[src/rtl/regfile_wb_arbiter.sv]
// Write-back arbiter: buffers one result per execution-unit port and retires at most
// one register write/unlock per cycle, selecting pending slots round-robin.

package maverickOne_pkg;
  parameter int NUM_REGS = 64;
  parameter int XLEN     = 64;
endpackage

module regfile_wb_arbiter #(
  parameter int NUM_PORTS = 4,
  parameter int NR        = maverickOne_pkg::NUM_REGS,
  parameter int DW        = maverickOne_pkg::XLEN,
  parameter int AW        = $clog2(NR)
) (
  input  logic                          clk_i,
  input  logic                          arst_i,
  input  logic [NUM_PORTS-1:0][AW-1:0]  req_addr_i,
  input  logic [NUM_PORTS-1:0][DW-1:0]  req_data_i,
  input  logic [NUM_PORTS-1:0]          req_valid_i,
  output logic [NUM_PORTS-1:0]          req_ready_o,
  output logic [AW-1:0]                 wr_unlock_addr_o,
  output logic [DW-1:0]                 wr_unlock_data_o,
  output logic                          wr_unlock_en_o,
  output logic                          busy_o
);

  localparam int PW = $clog2(NUM_PORTS);
  localparam int CW = PW + 1;

  logic [NUM_PORTS-1:0]         slot_valid_q;
  logic [NUM_PORTS-1:0]         slot_valid_d;
  logic [NUM_PORTS-1:0][AW-1:0] slot_addr_q;
  logic [NUM_PORTS-1:0][DW-1:0] slot_data_q;
  logic [PW-1:0]                ptr_q;
  logic [PW-1:0]                ptr_d;

  logic [NUM_PORTS-1:0]         grant;
  logic                         grant_valid;
  logic [PW-1:0]                grant_idx;
  logic [CW-1:0]                cand;
  logic [NUM_PORTS-1:0]         accept;
  logic [NUM_PORTS-1:0]         load;

  logic                         wr_en_q;
  logic [AW-1:0]                wr_addr_q;
  logic [DW-1:0]                wr_data_q;

  // Round-robin search from ptr_q; the candidate index wraps by subtraction so
  // non-power-of-2 port counts never select a slot that does not exist.
  always_comb begin
    grant_valid = 1'b0;
    grant_idx   = '0;
    grant       = '0;
    cand        = '0;
    for (int off = 0; off < NUM_PORTS; off++) begin
      cand = CW'(ptr_q) + CW'(off);
      if (cand >= CW'(NUM_PORTS)) begin
        cand = cand - CW'(NUM_PORTS);
      end
      if (!grant_valid && slot_valid_q[cand[PW-1:0]]) begin
        grant_valid = 1'b1;
        grant_idx   = cand[PW-1:0];
      end
    end
    if (grant_valid) begin
      grant[grant_idx] = 1'b1;
    end
  end

  // Handshake: a result moves on a rising edge when req_valid_i[p] & req_ready_o[p].
  // The producer holds valid and payload steady until then; ready is a function of
  // slot occupancy and the current grant only, never of req_valid_i.
  assign req_ready_o = {NUM_PORTS{~arst_i}} & (~slot_valid_q | grant);
  assign accept      = req_valid_i & req_ready_o;

  // Writes to register 0 complete the handshake but are dropped here.
  always_comb begin
    load = '0;
    for (int p = 0; p < NUM_PORTS; p++) begin
      load[p] = accept[p] & (req_addr_i[p] != '0);
    end
  end

  assign slot_valid_d = load | (slot_valid_q & ~grant);

  always_comb begin
    ptr_d = ptr_q;
    if (grant_valid) begin
      if (grant_idx == PW'(NUM_PORTS - 1)) begin
        ptr_d = '0;
      end else begin
        ptr_d = grant_idx + PW'(1);
      end
    end
  end

  always_ff @(posedge clk_i or posedge arst_i) begin
    if (arst_i) begin
      slot_valid_q <= '0;
      slot_addr_q  <= '0;
      slot_data_q  <= '0;
      ptr_q        <= '0;
    end else begin
      slot_valid_q <= slot_valid_d;
      ptr_q        <= ptr_d;
      for (int p = 0; p < NUM_PORTS; p++) begin
        if (load[p]) begin
          slot_addr_q[p] <= req_addr_i[p];
          slot_data_q[p] <= req_data_i[p];
        end
      end
    end
  end

  // Address/data hold their last value when idle; only the enable pulses.
  always_ff @(posedge clk_i or posedge arst_i) begin
    if (arst_i) begin
      wr_en_q   <= 1'b0;
      wr_addr_q <= '0;
      wr_data_q <= '0;
    end else begin
      wr_en_q <= grant_valid;
      if (grant_valid) begin
        wr_addr_q <= slot_addr_q[grant_idx];
        wr_data_q <= slot_data_q[grant_idx];
      end
    end
  end

  assign wr_unlock_en_o   = wr_en_q;
  assign wr_unlock_addr_o = wr_addr_q;
  assign wr_unlock_data_o = wr_data_q;
  assign busy_o           = (|slot_valid_q) | wr_en_q;

  a_grant_onehot : assert property (@(posedge clk_i) disable iff (arst_i) $onehot0(grant));
  a_ptr_in_range : assert property (@(posedge clk_i) disable iff (arst_i) ptr_q < PW'(NUM_PORTS) || NUM_PORTS == (1 << PW));

endmodule
[config.mk]
export PLATFORM = sky130hd
export DESIGN_NAME = regfile_wb_arbiter
export DESIGN_NICKNAME = d
export VERILOG_FILES = /design/src/rtl/regfile_wb_arbiter.sv
export SDC_FILE = /design/constraint.sdc
export NUM_CORES = 1
export LEC_CHECK = 0
export CORE_MARGIN = 5
export CORE_UTILIZATION = 25
export CTS_CLUSTER_DIAMETER = 150
export DETAILED_ROUTE_END_ITERATION = 8
export PLACE_DENSITY_LB_ADDON = 0.1
export SLEW_MARGIN = 20
export SYNTH_ARGS = -nofsm -noshare
export SYNTH_HDL_FRONTEND = slang
export SYNTH_SLANG_ARGS = --single-unit
[constraint.sdc]
create_clock -name clk_i -period 8.62 [get_ports clk_i]
set_clock_uncertainty 0.1 [all_clocks]
set_input_delay 1.293 -clock clk_i [delete_from_list [all_inputs] [get_ports clk_i]]
set_output_delay 1.293 -clock clk_i [all_outputs]
set_load 0.05 [all_outputs]
# After elaboration in Yosys (flattened, before gate mapping)

Index checks and enable logic that the tools add are counted.
Widths: inputs -> output; s select.

Bits in latches: 0
Word-level logic and storage cells: 85
Memory bits (writable): 0
Output and inout port bits: 76
Flip-flop bits (word level): 357
Memories kept: 0
Memory bits (read-only): 0
Input port bits: 286

Reductions and logical operators: 12
Order comparisons: 10
Mux-type cells: 28
Equality and inequality tests: 1
Add/subtract/negate cells: 8
Multiply operators: 0
Div/mod/pow operators: 0
Shift operators: 0
Bitwise operators: 13

Operators by type and width:

| operator            | number |
|---|---|
| $bmux 64 s2         | 1 |
| $mux 64             | 1 |
| $reduce_bool 6->1   | 4 |
| $mux 2              | 9 |
| $lt 2x3->1 const B  | 5 |
| $and 4x4->4         | 3 |
| $bmux 6 s2          | 1 |
| $ge 3x3->1 const B  | 3 |
| $mux 1              | 9 |
| $bmux 1 s2          | 4 |
| $not 4->4           | 2 |
| $or 4x4->4          | 2 |
| $sub 2x1->2 const B | 4 |
| $add 2x2->3 const B | 2 |
| $mux 6              | 1 |
| $and 1x1->1         | 4 |
| $logic_and 1x1->1   | 4 |
| $mux 4              | 1 |
| $reduce_or 4->1     | 1 |
| $add 2x1->3 const B | 1 |
| $ge 2x3->1 const B  | 1 |
| $logic_not 1->1     | 3 |
| $add 2x1->2 const B | 1 |
| $demux 1 s2         | 1 |
| other kinds (4)     | 4 |

# Longest topological paths before layout

Word-level depth: 24
Gate-level depth with buffers: 13
Depth with buffers taken out: 9

# Worst setup path before layout

No wires, ideal clock.

Kind: input-to-output
From: in arst_i
To: out req_ready_o[0]
Data arrival time: 6,058 ps
Required time: 7,227 ps
Stages: 2
Path buffers: 0
Slack: 1,169 ps
Path through: inv_2 > o21a_1

Cells in the longest elaborated chain, start to end: 2

RTL lines:

| element     | RTL line | source |
|---|---|---|
| from (decl) | 16       | `input logic arst_i,` |
| $not 1->1   | 73       | `assign req_ready_o = {NUM_PORTS{~arst_i}} & (~slot_valid_q \| grant);` |
| $and 4x4->4 | 73       |  |
| to (decl)   | 20       | `output logic [NUM_PORTS-1:0] req_ready_o,` |

Every way passes these cells.

# Final worst setup path

From: reg slot_valid_q[1]
To: out req_ready_o[0]

Cells in the longest elaborated chain, start to end: 19
Elaborated cells on any way between the ends: 30

RTL lines:

| element                                                        | RTL line | source |
|---|---|---|
| from (decl)                                                    | 30       | `logic [NUM_PORTS-1:0] slot_valid_q;` |
| from (signal assigned)                                         | 104      | `slot_valid_q <= slot_valid_d;` |
| $bmux 1 s2                                                     | 60       | `if (!grant_valid && slot_valid_q[cand[PW-1:0]]) begin` |
| $mux 1 (implied by the code)                                   | 60       |  |
| $mux 1                                                         | 60       |  |
| $logic_not 1->1                                                | 60       |  |
| $logic_and 1x1->1                                              | 60       |  |
| $mux 1                                                         | 60       |  |
| $logic_not 1->1                                                | 60       |  |
| $logic_and 1x1->1                                              | 60       |  |
| [3 not listed]                                                 | n/a      |  |
| $mux 2                                                         | 60       |  |
| $lt 2x3->1 (implied by the code) or $ge 2x1->1 (tied branches) | 66       | `grant[grant_idx] = 1'b1;` |
| $logic_and 1x1->1 (implied by the code)                        | 66       |  |
| $mux 1 (implied by the code)                                   | 66       |  |
| $demux 1 s2                                                    | 66       |  |
| $mux 4 (*)                                                     | 65       | `if (grant_valid) begin` |
| $or 4x4->4 (*)                                                 | 73       |  |
| $and 4x4->4 (*)                                                | 73       |  |

Mark *: on every way between the ends. The rest lies on a longest branch, timed or not. The select of a mux whose other input is x is not followed.

==> results by group <==
Global routing
  – GR Overflow Total: 0
  – Met3 Use GR: 0.0414
  – Gr busiest metal: met2
  – Met2 usage: 0.246
  – Vias in the first global route: 11,500
  – Largest net degree at the start of global routing: 116
  – GRT Overall Usage: 0.151
  – First-pass GRT wire length: 76,800 um
  – Initial antenna violation count: 8
  – Met1 Use GR: 0.202

Timing
  – RSZ-0062 raised after global routing: no
  – Period utilisation layout: 0.640
  – Setup TNS: 0 ns
  – Final min period: 5.52 ns
  – Crit path setup slack, layout: 3.10 ns
  – Hold Fails Final Rpt: 0
  – Max-slew headroom: 0.316
  – Max frequency: 181 MHz
  – Setup violation total in the final timing report: 0
  – Pin slew with the least headroom to its limit: 1.03 ns
  – Max Slew Vio Count: 0

Layout
  – Share of cells above drive strength 1: 0.0665
  – Number of fill cells in the layout: 6,047
  – Fin nets: 1,757
  – Area growth syn-to-layout: 37.3%

Floorplanning
  – Starting Density: 0.251
  – Io pins: 362
  – FP Rows: 91
  – Die H: 258 um
  – Core box area: 61,400 um2
  – Die Area: 66,600 um2
  – Die width: 258 um

Worst setup path
  – Crit. Startpoint: slot_valid_q[1]$_DFF_PP0_
  – Crit-path max cell delay: 0.78 ns
  – R2R cell count: 10
  – CP Data Required Time: 7.23 ns
  – Startpoint class of the critical path: register
  – CP top delay family: buffers and inverters
  – Crit-path max FO: 43
  – Crit Path Category: register to output port
  – CP bufs+invs: 2
  – CP Cell Sequence: nor2_1, a2111oi_4, or2_4, inv_4, ha_1, o21a_1, clkdlybuf4s50_1
  – CP max-delay cell: clkdlybuf4s50_1
  – Arrival time worst endpoint: 4.13 ns
  – WP depth: 7
  – Reg2reg start: slot_valid_q[1]$_DFF_PP0_
  – CP Capture Type: output port

Clock network
  – CTS tree: done
  – Clock latency on the worst-skew pair: 0.55 ns
  – Root Buffer: clkbuf_16
  – Setup Buffers After CTS: 0
  – Inserted Clock Buffers: 44
  – Clock transition at path regs: 0.06 ns
  – Hold-fix buffers at CTS: 0
  – Post-CTS Resized: 0
  – Clock Path Buffers: 3
  – Clk sink count: 357
  – CTS H-tree lvls: 2

Power and ir drop
  – Switch Pwr: 3.62 mW
  – Seq pwr share: 0.340
  – Clk pwr share: 0.196
  – Logic pwr share: 0.464
  – P_leak: 8.54 nW
  – Int Pwr: 5.18 mW
  – Pwr dens: 417 nW/um2
  – Worst VDD drop: 0.231 mV
  – Sw frac: 0.411

Placement
  – Port Buffers: 361
  – Hpwl dp: 34,200 um
  – GP Congestion: 0.710
  – Worst slack at placement: 3.32 ns

Synthesis
  – Main synth FF type: dfrtp_1
  – Mapped Cells: 1,123
  – Mean post-synth cell area: 13.7 um2
  – Syn_nets: 1,412
  – Synth Register Bits: 357
  – Async set or reset register ratio after synthesis: 1.00
  – Synth Cell Area: 15,400 um2
  – Sequential fraction of the synthesis area: 0.580
  – Yosys warns: 0
  – Number of flops mapped to enable cells by yosys: 0
  – Library cells used by synthesis: 34

Hold path
  – Worst Hold Path Cells: 1
  – Hold path startpoint: slot_data_q[78]$_DFFE_PP0P_
  – Hold WC Path Type: register to register

Drt
  – DRT antenna net count: 0
  – Total number of vias: 10,500
  – DRC Markers: 0
  – Wirelength per Cell: 22.5 um
  – Vias/cell: 4.60
  – DRT Wirelength: 51,200 um
  – Initial DRC Count: 445
  – Initial DRT Pass Iterations: 4

Status
  – Status: complete, no violations

Flow run
  – Max capacitance violation total: 0
## power groups by stage
stage	Combinational [mW]	Sequential (mW)	Clock, mW
after global placement	4.15	3.01	0
after global routing	4.45	3.10	1.86
after floorplan	2.29	3.49	0
after CTS	4.20	3.00	1.79
final	4.09	3.00	1.72
after detailed placement	4.18	3.03	0
## sequential cells by signal, indices dropped and copies added, names as in the netlist
register	cells
slot_data_q	256
wr_unlock_en_o	1
wr_unlock_addr_o	6
slot_addr_q	24
ptr_q	2
slot_valid_q	4
wr_unlock_data_o	64
## cell usage after synthesis, types with 2 or more instances
master / instances / area share
a211oi_1: 140 / 0.068
a21oi_1: 4 / 0.0013
a22o_1: 4 / 0.0023
and2_1: 2 / 0.00081
buf_2: 28 / 0.0091
buf_4: 8 / 0.0039
buf_6: 2 / 0.0015
clkbuf_1: 45 / 0.011
dfrtp_1: 357 / 0.58
ha_1: 3 / 0.0024
inv_1: 2 / 0.00049
inv_2: 5 / 0.0012
mux2_1: 272 / 0.20
mux2_2: 4 / 0.0029
mux2i_1: 70 / 0.046
nand2_1: 4 / 0.00098
nor2_1: 74 / 0.018
nor2b_1: 3 / 0.0012
nor3b_1: 70 / 0.034
o21a_1: 3 / 0.0015
o21ai_0: 2 / 0.00065
o21ai_1: 5 / 0.0016
o31ai_2: 2 / 0.0016
or4_1: 4 / 0.0020
## cells in the final DEF, fill, tap and decap left out, types with 3 or more instances in the layout
cell type	instances
o21a_1	3
o21ai_1	5
a21oi_1	3
mux2i_1	70
nor2b_1	3
clkinv_2	5
a22o_1	4
nor3b_1	70
or4_1	4
inv_2	3
clkbuf_8	8
buf_4	21
dfrtp_1	357
nand2_1	4
nor2_1	74
mux2_2	4
a211oi_1	140
clkdlybuf4s50_1	361
clkbuf_1	7
clkbuf_16	45
mux2_1	272
ha_1	3
## per-stage QoR
stage,utilization,total power [mW],cell area [um2],hold slack [ns],cells
detailed placement,0.323,7.21,19800,0.373,2212
finish,0.344,8.81,21100,0.383,2280
CTS,0.344,8.99,21100,0.385,2278
global placement,0.323,7.16,19800,0.366,2212
floorplan,-,5.79,15400,0.356,1123
global route,0.344,9.41,21100,0.392,2279
## layout make-up
type	instances	area (um2)	area share
Inverter	7	36.3	0.00172
Timing Repair Buffer	382	3770	0.179
Multi-Input combinational cell	676	6090	0.289
Sequential cell	357	8930	0.423
Clock buffer	60	1260	0.0598
Tap cell	790	988	0.0468
Clock inverter	6	32.5	0.00154
Antenna cell	2	5.00	0.000237
## routing by layer
metal,routed length (um),vias to the layer above
met2,24200,254
met3,3280,71
met1,22800,5334
met5,82,-
met4,850,12
li1,-,4825
## final timing paths
kind,slack [ns],end
max reg2reg,4.29,slot_data_q[160]$_DFFE_PP0P_
min reg2reg,0.38,slot_data_q[78]$_DFFE_PP0P_
min,0.38,slot_data_q[78]$_DFFE_PP0P_
min in group asynchronous,1.25,wr_unlock_data_o[3]$_DFFE_PP0P_
max,3.10,req_ready_o[0]
max in group asynchronous,4.79,wr_unlock_data_o[42]$_DFFE_PP0P_
## cells by family after synthesis
family	synth area share
compound gates	0.0825
fa+ha+maj	0.00244
buf+inv	0.0272
flops	0.580
mux	0.247
simple gates	0.0599
## worst reg2reg max path, stage by stage (launching register included)
cell       delay [ns]
dfrtp_1          0.55
nor2_1           0.17
a2111oi_4        0.37
or2_4            0.62
inv_4            0.46
ha_1             0.35
o21a_1           0.18
and2_1           0.24
o31ai_4          0.09
buf_4            0.63
mux2_1           0.44
No activity file was read; power rests on OpenSTA's default activity.
